`src/rtl/arf_pkg.sv`:
```
// Shared types and default parameters for the arf_param address register file.
package arf_pkg;

  typedef enum logic [1:0] {
    ARF_CLR = 2'b00,
    ARF_LD  = 2'b01,
    ARF_INC = 2'b10,
    ARF_DEC = 2'b11
  } arf_fun_e;

  localparam int unsigned ARF_DEF_WIDTH    = 8;
  localparam int unsigned ARF_DEF_NREGS    = 4;
  localparam int unsigned ARF_DEF_SRC_IDX  = 3;
  localparam int unsigned ARF_DEF_HIST_IDX = 2;

endpackage

```
`src/rtl/arf_cell.sv`:
```
// One register of the address file: clear/load/inc/dec under enable, optional capture load,
// next-value output and a wrap strobe for explicit inc/dec only.
module arf_cell
  import arf_pkg::*;
#(
  parameter int unsigned WIDTH = ARF_DEF_WIDTH
) (
  input  logic             clk,
  input  logic             rst,
  input  logic             en_i,
  input  arf_fun_e         fun_i,
  input  logic [WIDTH-1:0] d_i,
  input  logic             cap_i,
  input  logic [WIDTH-1:0] cap_d_i,
  output logic [WIDTH-1:0] q_o,
  output logic [WIDTH-1:0] nxt_o,
  output logic             wrap_o
);

  localparam logic [WIDTH-1:0] One = WIDTH'(1);

  logic [WIDTH-1:0] val_q, val_d;

  // An explicit operation always takes priority over a capture load.
  always_comb begin
    val_d  = val_q;
    wrap_o = 1'b0;
    if (en_i) begin
      unique case (fun_i)
        ARF_CLR: val_d = '0;
        ARF_LD:  val_d = d_i;
        ARF_INC: begin
          val_d  = val_q + One;
          wrap_o = &val_q;
        end
        ARF_DEC: begin
          val_d  = val_q - One;
          wrap_o = ~|val_q;
        end
      endcase
    end else if (cap_i) begin
      val_d = cap_d_i;
    end
  end

  always_ff @(posedge clk) begin
    if (rst) begin
      val_q <= '0;
    end else begin
      val_q <= val_d;
    end
  end

  assign q_o   = val_q;
  assign nxt_o = val_d;

endmodule

```
`src/rtl/arf_param.sv`:
```
// Parametrised address register file with two read ports, sticky wrap flags and PC history.
// Optional macro ARF_BYPASS_EN forwards next-state values to the read ports.
module arf_param
  import arf_pkg::*;
#(
  parameter int unsigned WIDTH    = ARF_DEF_WIDTH,
  parameter int unsigned NREGS    = ARF_DEF_NREGS,
  parameter int unsigned SRC_IDX  = ARF_DEF_SRC_IDX,
  parameter int unsigned HIST_IDX = ARF_DEF_HIST_IDX,
  parameter int unsigned SELW     = $clog2(NREGS)
) (
  input  logic             clk,
  input  logic             rst,
  input  logic [WIDTH-1:0] i,
  input  logic [1:0]       funsel,
  input  logic [NREGS-1:0] r_sel,
  input  logic [SELW-1:0]  out_a_sel,
  input  logic [SELW-1:0]  out_b_sel,
  output logic [WIDTH-1:0] out_a,
  output logic [WIDTH-1:0] out_b,
  output logic [NREGS-1:0] wrap,
  input  logic             wrap_clr
);

`ifdef ARF_BYPASS_EN
  localparam bit BypassEn = 1'b1;
`else
  localparam bit BypassEn = 1'b0;
`endif

  arf_fun_e         fun;
  logic             cap;
  logic [WIDTH-1:0] src_q, src_nxt;
  logic [WIDTH-1:0] rd_arr [NREGS];
  logic [NREGS-1:0] wrap_str, wrap_q, wrap_d;

  assign fun = arf_fun_e'(funsel);

  for (genvar k = 0; k < NREGS; k++) begin : g_cell
    logic [WIDTH-1:0] q, nxt;
    logic             wstr;

    arf_cell #(
      .WIDTH(WIDTH)
    ) u_cell (
      .clk    (clk),
      .rst    (rst),
      .en_i   (r_sel[k]),
      .fun_i  (fun),
      .d_i    (i),
      .cap_i  ((k == HIST_IDX) ? cap : 1'b0),
      .cap_d_i(src_q),
      .q_o    (q),
      .nxt_o  (nxt),
      .wrap_o (wstr)
    );

    assign rd_arr[k]   = (BypassEn && !rst) ? nxt : q;
    assign wrap_str[k] = wstr;
  end

  // Per-block signals keep the capture path free of a false loop through the history cell.
  assign src_q   = g_cell[SRC_IDX].q;
  assign src_nxt = g_cell[SRC_IDX].nxt;
  assign cap     = r_sel[SRC_IDX] & (src_nxt != src_q) & ~r_sel[HIST_IDX];

  // A new wrap beats a simultaneous clear.
  assign wrap_d = wrap_str | (wrap_q & {NREGS{~wrap_clr}});

  always_ff @(posedge clk) begin
    if (rst) begin
      wrap_q <= '0;
    end else begin
      wrap_q <= wrap_d;
    end
  end

  assign wrap = wrap_q;

  always_comb begin
    out_a = '0;
    out_b = '0;
    for (int k = 0; k < NREGS; k++) begin
      if (out_a_sel == SELW'(k)) out_a = rd_arr[k];
      if (out_b_sel == SELW'(k)) out_b = rd_arr[k];
    end
  end

endmodule

```
`config.mk`:
```
export PLATFORM = sky130hd
export DESIGN_NAME = arf_param
export DESIGN_NICKNAME = d
export VERILOG_FILES = /design/src/rtl/arf_pkg.sv /design/src/rtl/arf_cell.sv /design/src/rtl/arf_param.sv
export SDC_FILE = /design/constraint.sdc
export NUM_CORES = 1
export LEC_CHECK = 0
export CAP_MARGIN = 25
export CORE_MARGIN = 2
export CORE_UTILIZATION = 30
export CTS_CLUSTER_SIZE = 40
export DETAILED_ROUTE_END_ITERATION = 12
export PLACE_DENSITY = 0.57
export REMOVE_ABC_BUFFERS = 1
export SYNTH_ARGS = -nofsm -noshare
export SYNTH_HDL_FRONTEND = slang
export SYNTH_SLANG_ARGS = --single-unit
```
`constraint.sdc`:
```
create_clock -name clk -period 3.05 [get_ports clk]
set_input_delay 0.4575 -clock clk [delete_from_list [all_inputs] [get_ports clk]]
set_output_delay 0.4575 -clock clk [all_outputs]
set_load 0.02 [all_outputs]
```
* Word level (Yosys, flattened, before mapping)
Index checks and enable logic that the tools add are counted.
** Storage, ports and cells
- Register bits :: 36
- Output and inout bits :: 20
- Word-level logic and storage cells :: 68
** Operators by class
- Add/subtract/negate cells :: 8
- Equal/unequal tests :: 10
- Mux-type cells :: 23
- Bitwise gates (word level) :: 6
- Reduce and logical (&&, ||, !) cells :: 16
** Operators with widths (number)
- 8-bit case mux with 4 select lines :: 4
- 8-bit two-way mux :: 11
- 8-bit by 1-bit adder with 8-bit output, second input constant :: 4
- 8-bit AND reduction :: 4
- 8-bit OR reduction :: 4
- 8-bit by 1-bit subtractor with 8-bit output, second input constant :: 4
- 2-bit == test, second input constant :: 6
- 8-bit inequality test :: 1
- 1-bit case mux with 2 select lines :: 4
- 2-bit by 1-bit == test with 1-bit output, second input constant :: 3
- 2-bit logical NOT :: 3
- 4-bit bitwise AND :: 1
- 1-bit logical NOT :: 4
- 1-bit two-way mux :: 4
- 4-bit bitwise OR :: 1
- 1-bit bitwise AND :: 2
- 1-bit NOT :: 2
- 2-bit nonzero test :: 1

* Depth between registers and ports, before layout
- Depth after elaboration :: 8
- Gate-level depth with buffers :: 11
- Mapped depth without buffers :: 10

* Hierarchy
Synthesis repeated with hierarchy kept, for this count alone.
** Second synthesis, totals
- Cells, all modules :: 562
- Area total of the unflattened synthesis :: 4573.1 um^2
** By module, submodules not included
- arf_cell at g_cell[0].u_cell ... :: instances 3, cells each 129, area each 997.2 um^2
- arf_cell at g_cell[3].u_cell :: instances 1, cells each 129, area each 972.2 um^2
- arf_param :: instances 1, cells each 46, area each 609.3 um^2

* Worst setup path before layout
Ideal clock, no wire load.
- Path kind :: input -> register
- Start point :: input port funsel[0]
- End point :: register g_cell[2].u_cell.val_q[2]
- Setup time :: 121 ps
- Arrival time :: 2566 ps
- Required time :: 2929 ps
- Setup slack :: 363 ps
- Cell stages on the path :: 10
- Path buffers :: 1
- Path through :: nand2_1 -> buf_2 -> xnor2_1 -> ha_1 -> or3_4 -> or3b_4 -> a311oi_2 -> o21bai_4 -> a211oi_4 -> mux2_4
** On the way
- Longest elaborated chain between the ends :: 7
- Elaborated cells between the ends (all ways) :: 12
** Ends and longest elaborated chain
- start, declared :: line arf_param.sv:15 : input logic [1:0] funsel,
- 2-bit == test, or another cell as far along :: line arf_cell.sv:29 : unique case (fun_i)
- 8-bit case mux with 4 select lines :: line arf_cell.sv:29
- 8-bit two-way mux :: line arf_cell.sv:28 : if (en_i) begin
- 8-bit inequality test :: line arf_param.sv:65 : assign cap = r_sel[SRC_IDX] & (src_nxt != src_q) & ~r_sel[HIST_IDX];
- 1-bit bitwise AND (2 in series) :: line arf_param.sv:65
- 2-bit nonzero test (no line)
- end signal, assigned :: line arf_cell.sv:50 : val_q <= val_d;
- end, declared :: line arf_cell.sv:22 : logic [WIDTH-1:0] val_q, val_d;
Several ways; a longest one is shown, not always the timed one.
A chain may end at the register's enable or synchronous reset.

* Worst setup path in the final report
Ends and elaborated chain as after synthesis.

==> impl_results.md <==
* Final WL at 11900 µm
* Mean post-synth cell area at 7.75 µm²
* Ys async rst share at 0%
* CTS tree: yes
* # H-tree levels at 2
* Synth top area cells: dfxtp_1 (20%), mux4_2 (10%), nor2_1 (4.8%), a21oi_1 (4.1%), clkbuf_1 (4.0%)
* Overall routing resource usage at 18.5%
* Final number of max-transition violations at 0
* Synthesized flop and latch total at 36
* Setup violators final at 0
* Initial antenna violation count at 0
* Top FF cell, synth: dfxtp_1
* EDFF count, synth at 0
* Period utilization at 89.3%
* Max Clock Skew at 0.00385 ns
* Leak at 1.58 nW
* TritonCTS Buffers at 5
* Die Area at 12800 µm²
* # DRC at 4
* Final antenna-violating net count at 0
* Vias per inst at 5.86
* Area share of the largest cell type after synthesis at 20.1%
* Detailed placement HPWL at 8420 µm
* Synthesized area at 3580 µm²
* Most frequent cells after synthesis: nor2_1 (46), clkbuf_1 (38), nand2_1 (38), dfxtp_1 (36), a21oi_1 (29)
* Final #Nets at 516
* Min Clock Period, post-route at 2.72 ns
* Vias at 3714
* Pwr dens at 391 nW/µm²
* Number of detailed-route iterations in the first pass at 9
* Post-synthesis xor/xnor area fraction at 2.45%
* RD Place Congestion at 0.885
* Final Instance Area at 4350 µm²
* Unrepaired setup endpoints after global routing: false
* Initial Util at 31.1%
* Layout cell share with drive strength beyond 1 at 16.5%
* Vias in the first global route at 3431
* # diodes at 0
* Compound-cell area share of the yosys netlist at 25.2%
* Post-synthesis mux area share at 16.1%
* Crit end category: register
* Synth Area in Adders at 1.75%
* Synth unique cells at 70
* Setup TNS at 0 ns
* CTS root buffer: clkbuf_16
* Failing checks: DRC
* Io pins at 41
* Yosys warns at 0
* CP Data Required Time at 3.22 ns
* First-pass GRT wire length at 18600 µm
* Post-CTS sizing at 0
* VDD IR-drop max at 300 µV
* Std-Cell Rows at 39
* Postcts setup bufs at 0
* CTS clk-pin slew, worst paths at 0.06 ns
* Layout area overhead at 21.6%
* WL per Instance at 18.7 µm
* Die width at 113 µm
* Actual slew at the worst max-slew pin at 0.679 ns
* DIE HEIGHT at 113 µm
* Worst-skew pair later-pin latency at 0.28 ns
* Core area at 11500 µm²
* # hold bufs at CTS at 0
* Outcome: finished with violations
* Crit-path max FO at 6
* Startpoint types: input pin
* Most instantiated library cell after synthesis: nor2_1
* Worst Hold Class: reg -> reg
* Cell accounting for the most synthesized area: dfxtp_1
* Sequential-to-total area share from yosys stat at 20.1%
* Slew headroom at 54.7%
* Crit Path Class: in -> reg
* Critical path arrival at 2.90 ns
* Area after DPL at 4200 µm²
* FILL cells at 1192
* Clock sinks at 36
* Total grt overflow at 0
* Drt initial violations at 207
* PortBufs at 40
* Post-Synth Simple-Gate Area at 26.9%
* Synth Instances at 462
* Largest net degree at the start of global routing at 53
* Maximum clock frequency at 0.367 GHz
* Largest family of logic cells by synthesized area: simple AND/OR/NAND/NOR gates
* Longest Clk Path Bufs at 2
* Number of max-cap violations at 0
* Hold Fails Final Rpt at 0
[power breakdown]
group / switching, mW / internal, mW / total [mW] / leakage (nW)
logic: 0.281 / 0.283 / 0.564 / 1.21
registers: 0.0908 / 0.505 / 0.596 / 0.296
clock network: 0.215 / 0.326 / 0.541 / 0.0701
total: 0.586 / 1.11 / 1.70 / 1.58
[layer usage]
metal / up-vias / track usage (%) / share of wire (%)
met4: 0 / 6.50 / 2.7
li1: 1775 / - / -
met1: 1741 / 26.0 / 45
met5: - / 0 / 0
met2: 173 / 28.5 / 45
met3: 25 / 3.27 / 7.7
[worst max-delay path: stages]
cell,delay [ns]
clkdlybuf4s50_1,0.47
nand2_1,0.09
xnor2_1,0.13
ha_1,0.21
or3_4,0.33
or3b_4,0.39
a311oi_2,0.23
o21bai_4,0.17
a211oi_4,0.10
mux2_4,0.31
[logic make-up after synthesis]
group / Yosys count
AOI/OAI and AO/OA: 123
DFF: 36
and+or+nand+nor: 186
xor gates and xnor gates: 10
buffers and inverters: 66
muxes: 36
adders and majority gates: 5
[state kept, by name (all words and copies together), names as in the netlist]
register and cells:
g_cell.u_cell.q_o 32, wrap 4
[cells in the final DEF (no fill, tap or decap), drive strengths merged, types with 9 or more instances in the layout]
cell            n
a21oi          29
buf            35
clkdlybuf4s50  39
dfxtp          36
inv            13
mux2i          12
mux4           16
nand2          38
nand2b         15
nand3          17
nor2           46
nor3           11
o21ai          22
or3             9
xnor2          10
[final timing paths]
kind,startpoint,slack [ns],cells after the start,endpoint
setup / recovery,funsel[0],0.33,10,g_cell[2].u_cell.q_o[2]$_SDFFE_PP0P_
hold / removal,wrap[1]$_SDFF_PP0_,0.48,2,wrap[1]$_SDFF_PP0_
setup reg to reg,g_cell[3].u_cell.q_o[2]$_SDFF_PP0_,0.55,6,g_cell[2].u_cell.q_o[1]$_SDFFE_PP0P_
hold reg to reg,wrap[1]$_SDFF_PP0_,0.48,2,wrap[1]$_SDFF_PP0_
[stage by stage]
step	setup slack [ns]	total power, mW	std cells	utilization [%]	hold slack [ns]
2_1_floorplan	0.320	0.909	409	-	0.493
3_3_place_gp	0.0330	1.15	626	36.5	0.465
3_5_place_dp	0.0291	1.16	626	36.5	0.474
4_1_cts	0.324	1.70	634	37.8	0.482
5_1_grt	0.109	1.79	634	37.8	0.504
6_report	0.326	1.70	634	37.8	0.475
[layout make-up]
cell class / count / area (µm²) / share of cell area, %
Sequential cell: 36 / 721 / 16.6
Inverter: 13 / 48.8 / 1.12
Multi-Input combinational cell: 360 / 2590 / 59.5
Clock buffer: 7 / 143 / 3.28
Timing Repair Buffer: 74 / 663 / 15.2
Clock inverter: 1 / 7.51 / 0.172
Tap cell: 143 / 179 / 4.11
Power figures use the tool's default switching activity.
